[config.mk]
export PLATFORM = sky130hd
export DESIGN_NAME = sync_debounce
export DESIGN_NICKNAME = d
export VERILOG_FILES = /design/src/rtl/sync_debounce.sv
export SDC_FILE = /design/constraint.sdc
export NUM_CORES = 1
export LEC_CHECK = 0
export BUFFER_PORTS_ARGS = -buffer_cell sky130_fd_sc_hd__buf_2
export CORE_MARGIN = 4
export CORE_UTILIZATION = 45
export DETAILED_ROUTE_END_ITERATION = 7
export PLACE_DENSITY_LB_ADDON = 0.08
export SKIP_LAST_GASP = 1
export SLEW_MARGIN = 20
export SYNTH_ARGS = -nofsm -noshare
export SYNTH_HDL_FRONTEND = slang
export SYNTH_SLANG_ARGS = --single-unit
[constraint.sdc]
create_clock -name clk -period 1.6 [get_ports clk]
set_clock_uncertainty 0.05 [all_clocks]
set_input_delay 0.08 -clock clk [delete_from_list [all_inputs] [get_ports clk]]
set_output_delay 0.08 -clock clk [all_outputs]
set_load 0.02 [all_outputs]
[src/rtl/sync_debounce.sv]
// Debounce filter for an already-synchronized level: a change on din is accepted
// only after it has been sampled thresh+1 consecutive times; abandoned changes pulse glitch.
module sync_debounce #(
    parameter int unsigned CNT_W = 8
) (
    input  logic             clk,
    input  logic             rstn,
    input  logic             din,
    input  logic             en,
    input  logic [CNT_W-1:0] thresh,
    output logic             dout,
    output logic             rise,
    output logic             fall,
    output logic             glitch,
    output logic             busy
);

    typedef enum logic {
        STABLE = 1'b0,
        CHECK  = 1'b1
    } state_t;

    state_t           state_q, state_d;
    logic [CNT_W-1:0] cnt_q, cnt_d;
    logic             dout_q, dout_d;
    logic             rise_q, rise_d;
    logic             fall_q, fall_d;
    logic             glitch_q, glitch_d;
    logic             busy_q, busy_d;

    // State, counter and all outputs are registered
    always_ff @(posedge clk or negedge rstn) begin
        if (!rstn) begin
            state_q  <= STABLE;
            cnt_q    <= '0;
            dout_q   <= 1'b0;
            rise_q   <= 1'b0;
            fall_q   <= 1'b0;
            glitch_q <= 1'b0;
            busy_q   <= 1'b0;
        end else begin
            state_q  <= state_d;
            cnt_q    <= cnt_d;
            dout_q   <= dout_d;
            rise_q   <= rise_d;
            fall_q   <= fall_d;
            glitch_q <= glitch_d;
            busy_q   <= busy_d;
        end
    end

    // Next-state: cnt counts consecutive mismatching samples, saturating at thresh
    always_comb begin
        state_d  = state_q;
        cnt_d    = cnt_q;
        dout_d   = dout_q;
        rise_d   = 1'b0;
        fall_d   = 1'b0;
        glitch_d = 1'b0;

        if (!en) begin
            state_d = STABLE;
            cnt_d   = '0;
        end else begin
            case (state_q)
                STABLE: begin
                    cnt_d = '0;
                    if (din != dout_q) begin
                        if (thresh == '0) begin
                            dout_d = din;
                            rise_d = din;
                            fall_d = ~din;
                        end else begin
                            state_d = CHECK;
                            cnt_d   = CNT_W'(1);
                        end
                    end
                end
                CHECK: begin
                    if (din == dout_q) begin
                        state_d  = STABLE;
                        cnt_d    = '0;
                        glitch_d = 1'b1;
                    end else if (cnt_q >= thresh) begin
                        state_d = STABLE;
                        cnt_d   = '0;
                        dout_d  = din;
                        rise_d  = din;
                        fall_d  = ~din;
                    end else begin
                        cnt_d = cnt_q + CNT_W'(1);
                    end
                end
                default: begin
                    state_d = STABLE;
                    cnt_d   = '0;
                end
            endcase
        end

        busy_d = (state_d == CHECK);
    end

    assign dout   = dout_q;
    assign rise   = rise_q;
    assign fall   = fall_q;
    assign glitch = glitch_q;
    assign busy   = busy_q;

endmodule

Word level (Yosys, flattened, before mapping). Index checks and enable logic that the tools add are counted. Widths: inputs -> output; s select.

Input port bits: 12. Register bits: 13. Word-level logic and storage cells: 50.

Reduce and logical (&&, ||, !) cells: 2. $lt $le $gt $ge: 1. Muxes and demuxes: 32. Add/sub/neg operators: 1. Equal/unequal tests: 6. Bitwise logic cells: 2.

Operators with widths (number): $mux 1 (24); $mux 8 (3); $pmux 8 s2 (1); $add 8x1->8 const B (1); $ge 8x8->1 (1); $logic_not 8->1 (1); $pmux 1 s2 (4); $ne 2x2->1 const B (3); $reduce_and 5->1 (1); $ne 2x1->1 const B (1); $not 1->1 (2); $eq 1x1->1 (1); $ne 1x1->1 (1).

Longest topological paths before layout. Gate-level depths: netlist of run 1.

Depth in word-level cells: 5. Gate-level depth with buffers: 7.

Worst setup path before layout of run 1. OpenSTA, ideal clock, no wires.

Path type: flip-flop to flip-flop. Start point: reg cnt_q[2]. End point: reg dout_q (netlist: dout). Clock period less this slack: 1.690 ns. Setup time: 0.125 ns. Arrival time: 1.515 ns. Path slack: -0.090 ns. Stages on the path, launching flop included: 7. Cells stage by stage: dfrtp_1 -> ha_1 -> nor4_2 -> o21ai_1 -> a31oi_4 -> nor2_2 -> mux2_4.

Cells in the longest elaborated chain, start to end: 3.

Ends and longest elaborated chain: start, declared (RTL line 24) `logic [CNT_W-1:0] cnt_q, cnt_d;`; start signal, assigned (RTL line 43) `cnt_q <= cnt_d;`; $ge 8x8->1 (RTL line 84) `end else if (cnt_q >= thresh) begin`; $ne 2x1->1 (no source line); $reduce_and 5->1 (no source line); end signal, assigned (RTL line 44) `dout_q <= dout_d;`; end, declared (RTL line 25) `logic dout_q, dout_d;`.

No other way between the ends. A chain may end at the register's enable or synchronous reset.

Worst setup path in the final report of run 1. Same ends and word-level chain as after synthesis.

==> summary.txt, run 1 <==
CTS
  – Clock Latency Late Sink: 0.28 ns
  – H-Tree Depth: 1
  – Clock sinks: 13
  – Root buffer cell: clkbuf_4
  – Deepest clock path buffer count: 2
  – Num CTS Buffers: 3
  – TritonCTS clock tree: built
  – CTS clk-pin slew, worst paths: 0.09 ns

Finish
  – Area grow syn2layout: 35.2%
  – Fin nets: 135
  – Antenna cell count: 0
  – Design area: 1080 µm²
  – Ratio of cells with drive above 1 in the final layout: 43.4%
  – Fin cells: 137

Global routing
  – Largest net degree at the start of global routing: 14
  – GRT Resource Usage Total: 15.9%
  – Global-route wire length before repair: 2.98 mm
  – Initial antenna violation count: 0
  – Vias in the first global route: 676
  – Total grt overflow: 0

Logic synthesis
  – Sequential cell area fraction in the yosys report: 40.9%
  – Yosys Warn Count: 0
  – #FFs+latches synth: 13
  – Yosys cell types: 28
  – Mean Syn Cell Area: 10.1 µm²
  – Mapped cell area: 796 µm²
  – Syn nets: 100
  – Post-synthesis instance total: 79

STA
  – Setup TNS: -0.689 ns
  – Slew margin rel.: 72.6%
  – Setup WS post-layout: -0.139 ns
  – Fin. Hold Viols: 0
  – Min Tclk post-route: 1.74 ns
  – Unrepaired setup endpoints after global routing: true
  – Max Clk Rate: 575 MHz
  – Final worst path period share: 109%
  – Max-slew violation count: 0
  – Setup violators final: 12
  – Worst-Margin Slew: 0.410 ns

Placement
  – Port-buffer cells: 16
  – Placed instance area: 971 µm²
  – DP HPWL: 1.31 mm
  – GPL Wtd Cong: 0.792
  – Inst Count DP: 127

Route
  – Via density: 4.85
  – Post-Route WL: 1.63 mm
  – # DRC: 0
  – DR WL/cell: 11.9 µm
  – DRT Pass-1 Iters: 4
  – DR iter-0 viols: 12
  – Antenna viol nets, final: 0
  – DR vias: 665

Die
  – Initial Utilization: 49.9%
  – Cell Rows: 14
  – Core area: 1590 µm²
  – I/O Pins: 17
  – Die Width: 50.1 µm
  – Die ar.: 2510 µm²
  – Die Ht: 50.1 µm

Worst setup path
  – R2R depth: 6
  – Worst setup path endpoint: dout$_DFFE_PN0P_
  – Worst R2R End: dout$_DFFE_PN0P_
  – Critical Path RT: 1.73 ns
  – Worst EP arrival: 1.86 ns
  – Slowest stage cell, crit path: dfrtp_1
  – Setup crit start kind: flip-flop
  – CP Cell Sequence: ha_2 > nor4_2 > o21ai_1 > a31oi_4 > nor2_2 > mux2_4
  – Crit path largest cell delay: 0.40 ns
  – Critical path origin: cnt_q[2]$_DFF_PN0_
  – Setup crit end kind: flip-flop
  – Worst setup path category: reg -> reg
  – R2R setup slack: -0.14 ns
  – Crit-path max FO: 3
  – R2r startpoint: cnt_q[2]$_DFF_PN0_

Pwr
  – Leak Pwr: 0.563 nW
  – Overall Power: 984 µW
  – P per Cell Area: 914 nW/µm²
  – VDD IR max: 0.720 mV

Status
  – Status: finished with violations
  – Failing checks: setup timing

Min path
  – Hold Path Class: in -> reg

Run
  – Number of max-cap violations: 0
[cells by family after synthesis]
group,after synthesis,share of synthesized area [%]
buf+inv,10,4.72
xor+xnor,7,7.70
fa+ha+maj,9,14.2
mux,1,1.89
simple gates,33,23.0
compound gates,6,7.70
flops,13,40.9
[area by class of cell]
type / count / area, µm²
clock inverters: 1 / 5.00
fillers: 151 / 518
clock buffers: 3 / 22.5
well taps: 24 / 30.0
multi-input cells: 56 / 465
flip-flops and latches: 13 / 325
repair buffers: 30 / 190
inverters: 10 / 37.5
[cell usage in the layout, fill, tap and decap left out, types with 2 or more instances in the layout]
master         synthesis  final
dfrtp_1               13     13
xnor2_1                2      2
nand2_1                5      5
ha_2                   0      2
xor2_1                 5      5
nor2_1                10      6
and3_1                 2      2
dlygate4sd3_1          0      2
buf_4                  0     12
ha_1                   9      7
inv_1                 10     10
nor2_2                 1      5
nand3_1                4      4
buf_2                  0     16
clkbuf_4               0      3
[worst min-delay path by stage]
stage	from	end	cells past startpoint
global placement	rstn	rise$_DFF_PN0_	1
CTS	en	glitch$_DFF_PN0_	3
global route	en	glitch$_DFF_PN0_	3
detailed placement	rstn	dout$_DFFE_PN0P_	1
finish	en	glitch$_DFF_PN0_	3
floorplan	rstn	busy$_DFF_PN0_	0
[where the power goes]
part           internal, mW  switching, mW  total [mW]  leakage [nW]
combinational         0.160          0.213       0.373         0.368
sequential            0.368         0.0323       0.401         0.177
clock                0.0927          0.118       0.210        0.0177
[stage by stage]
| stage | setup WS (ns) | hold slack (ns) | util, % |
|---|---|---|---|
| 4_1_cts | -0.154 | 0.00662 | 65.6 |
| 6_report | -0.139 | 0.0119 | 67.5 |
| 5_1_grt | -0.202 | 0.0253 | 67.5 |
| 3_3_place_gp | -0.0771 | -0.0681 | 60.9 |
| 2_1_floorplan | -0.0875 | -0.266 | - |
| 3_5_place_dp | -0.150 | -0.0648 | 60.9 |
[cell usage after synthesis (all sizes together)]
master | instances | area share (%)
a31oi | 1 | 2.7
a41o | 1 | 1.3
and3 | 3 | 2.5
and4 | 1 | 1.1
dfrtp | 13 | 41
ha | 9 | 14
inv | 10 | 4.7
mux2 | 1 | 1.9
nand2 | 5 | 2.4
nand3 | 5 | 3.8
nand4b | 1 | 1.1
nor2 | 11 | 5.5
nor2b | 2 | 1.9
nor3 | 1 | 0.63
nor3b | 1 | 0.94
nor4 | 2 | 2.4
o21ai | 2 | 1.3
o21bai | 1 | 0.94
o22ai | 1 | 1.6
or2 | 1 | 0.79
xnor2 | 2 | 2.2
xor2 | 5 | 5.5
[worst max-delay path, delay by kind of cell (launching register included)]
kind	cells	cell delay [ns]
fa+ha+maj	1	0.19
flops	1	0.40
mux	1	0.29
compound gates	2	0.40
simple gates	2	0.29
[repair_timing]
action                                  4_1_cts  5_1_grt
setup buffers                                 2        2
gates resized for setup                       2        5
hold endpoints to repair                     14        0
pin swaps                                    10        2
endpoints found under the setup margin       11       12
hold buffers                                  2        0
[registers in the layout, indices dropped and copies added, names as in the netlist]
register  count
busy          1
glitch        1
cnt_q         8
dout          1
rise          1
fall          1
[routing by layer]
layer | GRT usage (%) | vias to the layer above | share of wire, %
met5 | 0 | - | 0
met4 | 6.91 | 0 | 0.67
li1 | - | 336 | -
met1 | 22.2 | 314 | 47
met3 | 4.22 | 2 | 4.5
met2 | 22.8 | 13 | 48
(Power assumes the default switching activity.)
==> run 2: changes to the inputs <==
--- a/config.mk
+++ b/config.mk
@@ -6,7 +6,7 @@
 export NUM_CORES = 1
 export LEC_CHECK = 0
 export BUFFER_PORTS_ARGS = -buffer_cell sky130_fd_sc_hd__buf_2
-export CORE_MARGIN = 4
+export CORE_MARGIN = 2
 export CORE_UTILIZATION = 45
 export DETAILED_ROUTE_END_ITERATION = 7
 export PLACE_DENSITY_LB_ADDON = 0.08
==> summary.txt, run 2 (synthesis gave the netlist of run 1 again) <==
STA
  – Slew margin rel.: 73.4% (was 72.6%)
  – Setup WS post-layout: -0.160 ns (was -0.139 ns)
  – Final worst path period share: 110% (was 109%)
  – Min Tclk post-route: 1.76 ns (was 1.74 ns)
  – Fin. Hold Viols: 0 (unchanged)
  – Unrepaired setup endpoints after global routing: true (unchanged)
  – Worst-Margin Slew: 0.397 ns (was 0.410 ns)
  – Max-slew violation count: 0 (unchanged)
  – Setup violators final: 12 (unchanged)
  – Setup TNS: -0.827 ns (was -0.689 ns)
  – Max Clk Rate: 568 MHz (was 575 MHz)

Finish
  – Area grow syn2layout: 35.7% (was 35.2%)
  – Largest register FFs: 8 (unchanged)
  – Largest Register: cnt_q (unchanged)
  – Fin nets: 133 (was 135)
  – Number of fill cells: 160 (was 151)
  – Fin cells: 128 (was 137)
  – Commonest cells after routing, fill and taps aside: buf_2, dfrtp_1, inv_1, buf_4, nor2_1 (was buf_2, dfrtp_1, buf_4)
  – Commonest non-fill, non-tap cell in the layout: buf_2 (unchanged)
  – Antenna cell count: 0 (unchanged)
  – Ratio of cells with drive above 1 in the final layout: 42.3% (was 43.4%)

Route
  – # DRC: 0 (unchanged)
  – Antenna viol nets, final: 0 (unchanged)
  – Post-Route WL: 1.71 mm (was 1.63 mm)
  – DR WL/cell: 13.3 µm (was 11.9 µm)
  – DR vias: 676 (was 665)
  – DRT Pass-1 Iters: 3 (was 4)
  – DR iter-0 viols: 7 (was 12)
  – Via density: 5.28 (was 4.85)

Global routing
  – GRT Resource Usage Total: 17.7% (was 15.9%)
  – Global-route wire length before repair: 2.55 mm (was 2.98 mm)
  – Total grt overflow: 0 (unchanged)
  – Largest net degree at the start of global routing: 14 (unchanged)
  – Initial antenna violation count: 0 (unchanged)
  – Vias in the first global route: 634 (was 676)

Worst setup path
  – Setup crit start kind: flip-flop (unchanged)
  – Worst setup path category: reg -> reg (unchanged)
  – Worst EP arrival: 1.87 ns (was 1.86 ns)
  – Setup crit end kind: flip-flop (unchanged)
  – Crit-path max FO: 3 (unchanged)
  – Critical Path RT: 1.71 ns (was 1.73 ns)

CTS
  – Num CTS Buffers: 3 (unchanged)
  – TritonCTS clock tree: built (unchanged)
  – Clock sinks: 13 (unchanged)
  – Deepest clock path buffer count: 2 (unchanged)
  – CTS clk-pin slew, worst paths: 0.07 ns (was 0.09 ns)
  – H-Tree Depth: 1 (unchanged)
  – Root buffer cell: clkbuf_4 (unchanged)
  – Clock Latency Late Sink: 0.28 ns (about the same)

Die
  – Core area: 1690 µm² (was 1590 µm²)
  – Die Ht: 46.1 µm (was 50.1 µm)
  – Die ar.: 2120 µm² (was 2510 µm²)
  – Cell Rows: 15 (was 14)
  – I/O Pins: 17 (unchanged)
  – Die Width: 46.1 µm (was 50.1 µm)
  – Initial Utilization: 47.1% (was 49.9%)

Pwr
  – Sequential power share: 40.6% (was 40.7%)
  – VDD IR max: 0.648 mV (was 0.720 mV)
  – Sw frac: 36.0% (was 36.9%)
  – Clock share of power: 20.5% (was 21.4%)
  – Leak Pwr: 0.554 nW (was 0.563 nW)
  – Power share of the combinational group: 38.9% (was 37.9%)
  – P per Cell Area: 916 nW/µm² (was 914 nW/µm²)
  – NetSw: 357 µW (was 363 µW)
  – Pint: 633 µW (was 621 µW)

Run
  – Number of max-cap violations: 0 (unchanged)

Placement
  – Port-buffer cells: 16 (unchanged)
  – Inst Count DP: 120 (was 127)
  – GPL Wtd Cong: 0.716 (was 0.792)
  – DP HPWL: 1.27 mm (was 1.31 mm)

Status
  – Failing checks: setup timing (unchanged)
  – Status: finished with violations (unchanged)

Min path
  – Hold Path Class: in -> reg (unchanged)
## run 2: power by group through the flow
stage               combinational, mW  sequential (mW)  clock, mW
floorplan                       0.179            0.444          0
global placement                0.329            0.407          0
detailed placement              0.332            0.407          0
CTS                             0.353            0.401      0.213
global route                    0.424            0.410      0.226
finish                          0.385            0.402      0.203
## run 2: worst paths after layout
| path | to | slack, ns | from | depth (start not counted) |
|---|---|---|---|---|
| max | dout$_DFFE_PN0P_ | -0.16 | cnt_q[1]$_DFF_PN0_ | 6 |
| min | glitch$_DFF_PN0_ | 0.02 | en | 3 |
| max reg2reg | dout$_DFFE_PN0P_ | -0.16 | cnt_q[1]$_DFF_PN0_ | 6 |
| min reg2reg | glitch$_DFF_PN0_ | 0.53 | busy$_DFF_PN0_ | 2 |
| max in group asynchronous | busy$_DFF_PN0_ | 1.09 | rstn | 2 |
| min in group asynchronous | cnt_q[5]$_DFF_PN0_ | 0.17 | rstn | 2 |
## run 2: stage by stage
| step | hold slack, ns | cell area, µm² | setup slack (ns) | total power [mW] | utilization [%] |
|---|---|---|---|---|---|
| detailed placement | -0.0668 | 962 | -0.123 | 0.739 | 57.0 |
| global placement | -0.0670 | 962 | -0.0777 | 0.736 | 57.0 |
| global route | 0.0317 | 1080 | -0.219 | 1.06 | 63.9 |
| finish | 0.0224 | 1080 | -0.160 | 0.990 | 63.9 |
| CTS | 0.0104 | 1020 | -0.122 | 0.966 | 60.6 |
| floorplan | -0.266 | 801 | -0.0875 | 0.624 | - |
## run 2: layout make-up
cell class	instances	area (µm²)	area share, %
clock buffers	4	26.3	2.43
flip-flops and latches	13	325	30.1
inverters	10	37.5	3.48
repair buffers	28	175	16.2
well taps	17	21.3	1.97
multi-input cells	56	494	45.8
## run 2: per-layer routing
metal | up-vias | wire length [µm] | track usage, %
met1 | 325 | 821 | 23.2
met2 | 14 | 776 | 26.1
met5 | - | 0 | 0
li1 | 333 | - | -
met3 | 4 | 73 | 4.71
met4 | 0 | 36 | 10.3
## run 2: timing repair
item,4_1_cts,5_1_grt
pin swaps,10,4
hold buffers,2,0
endpoints found under the setup margin,11,11
resized for setup,3,9
hold endpoints to repair,14,0
setup buffers,0,2
## run 2: critical path, cell delays in order, from the launching register on
cell and delay [ns]:
dfrtp_1 0.40, ha_2 0.18, nor4_2 0.29, o21ai_2 0.12, a31oi_4 0.25, nor2_2 0.07
mux2_4 0.29
==> run 3: changes to the inputs <==
--- a/config.mk
+++ b/config.mk
@@ -10,7 +10,6 @@
 export CORE_UTILIZATION = 45
 export DETAILED_ROUTE_END_ITERATION = 7
 export PLACE_DENSITY_LB_ADDON = 0.08
-export SKIP_LAST_GASP = 1
 export SLEW_MARGIN = 20
 export SYNTH_ARGS = -nofsm -noshare
 export SYNTH_HDL_FRONTEND = slang
==> summary.txt, run 3 (synthesis gave the netlist of run 1 again) <==
Worst setup path
  – CP top delay family: flip-flops (unchanged)
  – Setup crit start kind: flip-flop (unchanged)
  – R2R depth: 6 (unchanged)
  – Worst path bufs/invs: 0 (unchanged)
  – Worst setup path category: reg -> reg (unchanged)
  – Worst EP arrival: 1.88 ns (was 1.87 ns)
  – Crit path largest cell delay: 0.40 ns (about the same)
  – Slowest stage cell, crit path: dfrtp_1 (unchanged)
  – Crit-path max FO: 3 (unchanged)
  – CP Cell Sequence: ha_2 > nor4_4 > o21ai_2 > a31oi_4 > nor2_2 > mux2_4 (was ha_2 > nor4_2 > o21ai_2 > a31oi_4 > nor2_2 > mux2_4)
  – Worst R2R End: dout$_DFFE_PN0P_ (unchanged)
  – Setup crit end kind: flip-flop (unchanged)
  – R2r startpoint: cnt_q[1]$_DFF_PN0_ (unchanged)
  – R2R setup slack: -0.17 ns (was -0.16 ns)
  – Critical Path RT: 1.72 ns (was 1.71 ns)

Route
  – DRT Pass-1 Iters: 4 (was 3)
  – Post-Route WL: 1.78 mm (was 1.71 mm)
  – DR vias: 694 (was 676)
  – DR iter-0 viols: 13 (was 7)
  – Via density: 5.42 (was 5.28)
  – # DRC: 0 (unchanged)
  – DR WL/cell: 13.9 µm (was 13.3 µm)
  – Antenna viol nets, final: 0 (unchanged)

Min path
  – Hold Path Class: in -> reg (unchanged)
  – Startpoint of the worst hold path: en (unchanged)
  – Hold Path End: glitch$_DFF_PN0_ (unchanged)
  – Min-Delay Path Depth: 3 (unchanged)

Global routing
  – Met3 usage: 4.71% (unchanged)
  – Largest net degree at the start of global routing: 14 (unchanged)
  – M2 GR Usage: 26.7% (was 26.1%)
  – GRT Resource Usage Total: 17.7% (unchanged)
  – Grt peak-use layer: met2 (unchanged)
  – Global routing usage on met1: 22.7% (was 23.2%)
  – Initial antenna violation count: 0 (unchanged)
  – Vias in the first global route: 639 (was 634)
  – Global-route wire length before repair: 2.55 mm (unchanged)
  – Total grt overflow: 0 (unchanged)

Placement
  – Placed instance area: 962 µm² (unchanged)
  – DP HPWL: 1.27 mm (unchanged)
  – Port-buffer cells: 16 (unchanged)
  – GPL Wtd Cong: 0.716 (unchanged)
  – Inst Count DP: 120 (unchanged)

CTS
  – Clock Latency Late Sink: 0.28 ns (about the same)
  – Clock sinks: 13 (unchanged)
  – Deepest clock path buffer count: 2 (unchanged)
  – H-Tree Depth: 1 (unchanged)
  – Root buffer cell: clkbuf_4 (unchanged)
  – Num CTS Buffers: 3 (unchanged)
  – TritonCTS clock tree: built (unchanged)
  – CTS clk-pin slew, worst paths: 0.08 ns (was 0.07 ns)

Finish
  – Largest register FFs: 8 (unchanged)
  – Fin nets: 133 (unchanged)
  – Antenna cell count: 0 (unchanged)
  – Area grow syn2layout: 38.4% (was 35.7%)
  – Area of the multi-input gates: 515 µm² (was 494 µm²)
  – Design area: 1100 µm² (was 1080 µm²)
  – Commonest non-fill, non-tap cell in the layout: buf_2 (unchanged)
  – Number of fill cells: 157 (was 160)
  – Fin cells: 128 (unchanged)
  – Storage cell area: 325 µm² (unchanged)
  – Ratio of cells with drive above 1 in the final layout: 43.2% (was 42.3%)
  – Commonest cells after routing, fill and taps aside: buf_2, dfrtp_1, inv_1, buf_4, nor2_1 (unchanged)
  – Largest Register: cnt_q (unchanged)

Pwr
  – Sequential power share: 40.4% (was 40.6%)
  – Pint: 635 µW (was 633 µW)
  – Clock share of power: 20.8% (was 20.5%)
  – P per Cell Area: 903 nW/µm² (was 916 nW/µm²)
  – Sw frac: 36.2% (was 36.0%)
  – Leak Pwr: 0.558 nW (was 0.554 nW)
  – VDD IR max: 0.653 mV (was 0.648 mV)
  – NetSw: 360 µW (was 357 µW)
  – Power share of the combinational group: 38.8% (was 38.9%)
  – Overall Power: 995 µW (was 990 µW)

STA
  – Setup violators final: 12 (unchanged)
  – Worst-Margin Slew: 0.399 ns (was 0.397 ns)
  – Setup WS post-layout: -0.166 ns (was -0.160 ns)
  – Setup TNS: -0.880 ns (was -0.827 ns)
  – Fin. Hold Viols: 0 (unchanged)
  – Max-slew violation count: 0 (unchanged)
  – Max Clk Rate: 566 MHz (was 568 MHz)
  – Unrepaired setup endpoints after global routing: true (unchanged)
  – Min Tclk post-route: 1.77 ns (was 1.76 ns)
  – Slew margin rel.: 73.3% (was 73.4%)
  – Final worst path period share: 110% (about the same)

Die
  – Die Ht: 46.1 µm (unchanged)
  – Initial Utilization: 47.1% (unchanged)
  – Cell Rows: 15 (unchanged)
  – I/O Pins: 17 (unchanged)
  – Die ar.: 2120 µm² (unchanged)
  – Die Width: 46.1 µm (unchanged)
  – Core area: 1690 µm² (unchanged)

Status
  – Failing checks: setup timing (unchanged)
  – Status: finished with violations (unchanged)

Run
  – Number of max-cap violations: 0 (unchanged)
[run 3: power groups by stage]
stage,clock [mW],combinational (mW),sequential [mW]
global route,0.226,0.425,0.410
global placement,0,0.329,0.407
floorplan,0,0.179,0.444
finish,0.207,0.386,0.402
CTS,0.213,0.353,0.401
detailed placement,0,0.332,0.407
[run 3: routing by layer]
metal	wire (µm)	vias to the layer above
met2	796	22
met3	76	8
li1	-	333
met5	0	-
met1	848	331
met4	59	0
[run 3: timing repair]
item                       4_1_cts  5_1_grt
resized for setup                3       11
pin swaps                       10        4
hold buffers                     2        0
setup endpoints to repair       11       11
buffers inserted                 0        2
hold endpoints to repair        14        0
[run 3: tightest hold or removal path: cells and delay by family]
family,cells,cell delay (ns)
buf+inv,1,0.13
simple gates,2,0.10
[run 3: final cells by class]
type	count	area share, %
tap	17	1.93
timing repair buffer	28	15.9
inverter	10	3.41
multi-input combinational	56	46.8
sequential	13	29.5
clock buffer	4	2.39
[run 3: worst max path at each step]
stage | cells after the start | start | slack [ns] | endpoint
4_1_cts | 6 | cnt_q[4]$_DFF_PN0_ | -0.12 | dout$_DFFE_PN0P_
3_5_place_dp | 6 | cnt_q[2]$_DFF_PN0_ | -0.12 | cnt_q[0]$_DFF_PN0_
2_1_floorplan | 6 | cnt_q[2]$_DFF_PN0_ | -0.09 | dout$_DFFE_PN0P_
6_report | 6 | cnt_q[1]$_DFF_PN0_ | -0.17 | dout$_DFFE_PN0P_
3_3_place_gp | 6 | cnt_q[2]$_DFF_PN0_ | -0.08 | cnt_q[0]$_DFF_PN0_
5_1_grt | 6 | cnt_q[1]$_DFF_PN0_ | -0.23 | dout$_DFFE_PN0P_
[run 3: per-stage QoR]
stage | hold WS (ns) | worst slack (ns) | util, %
global placement | -0.0670 | -0.0777 | 57.0
CTS | 0.0104 | -0.122 | 60.6
floorplan | -0.266 | -0.0875 | -
detailed placement | -0.0668 | -0.123 | 57.0
global route | 0.0317 | -0.234 | 65.2
finish | 0.0188 | -0.166 | 65.2
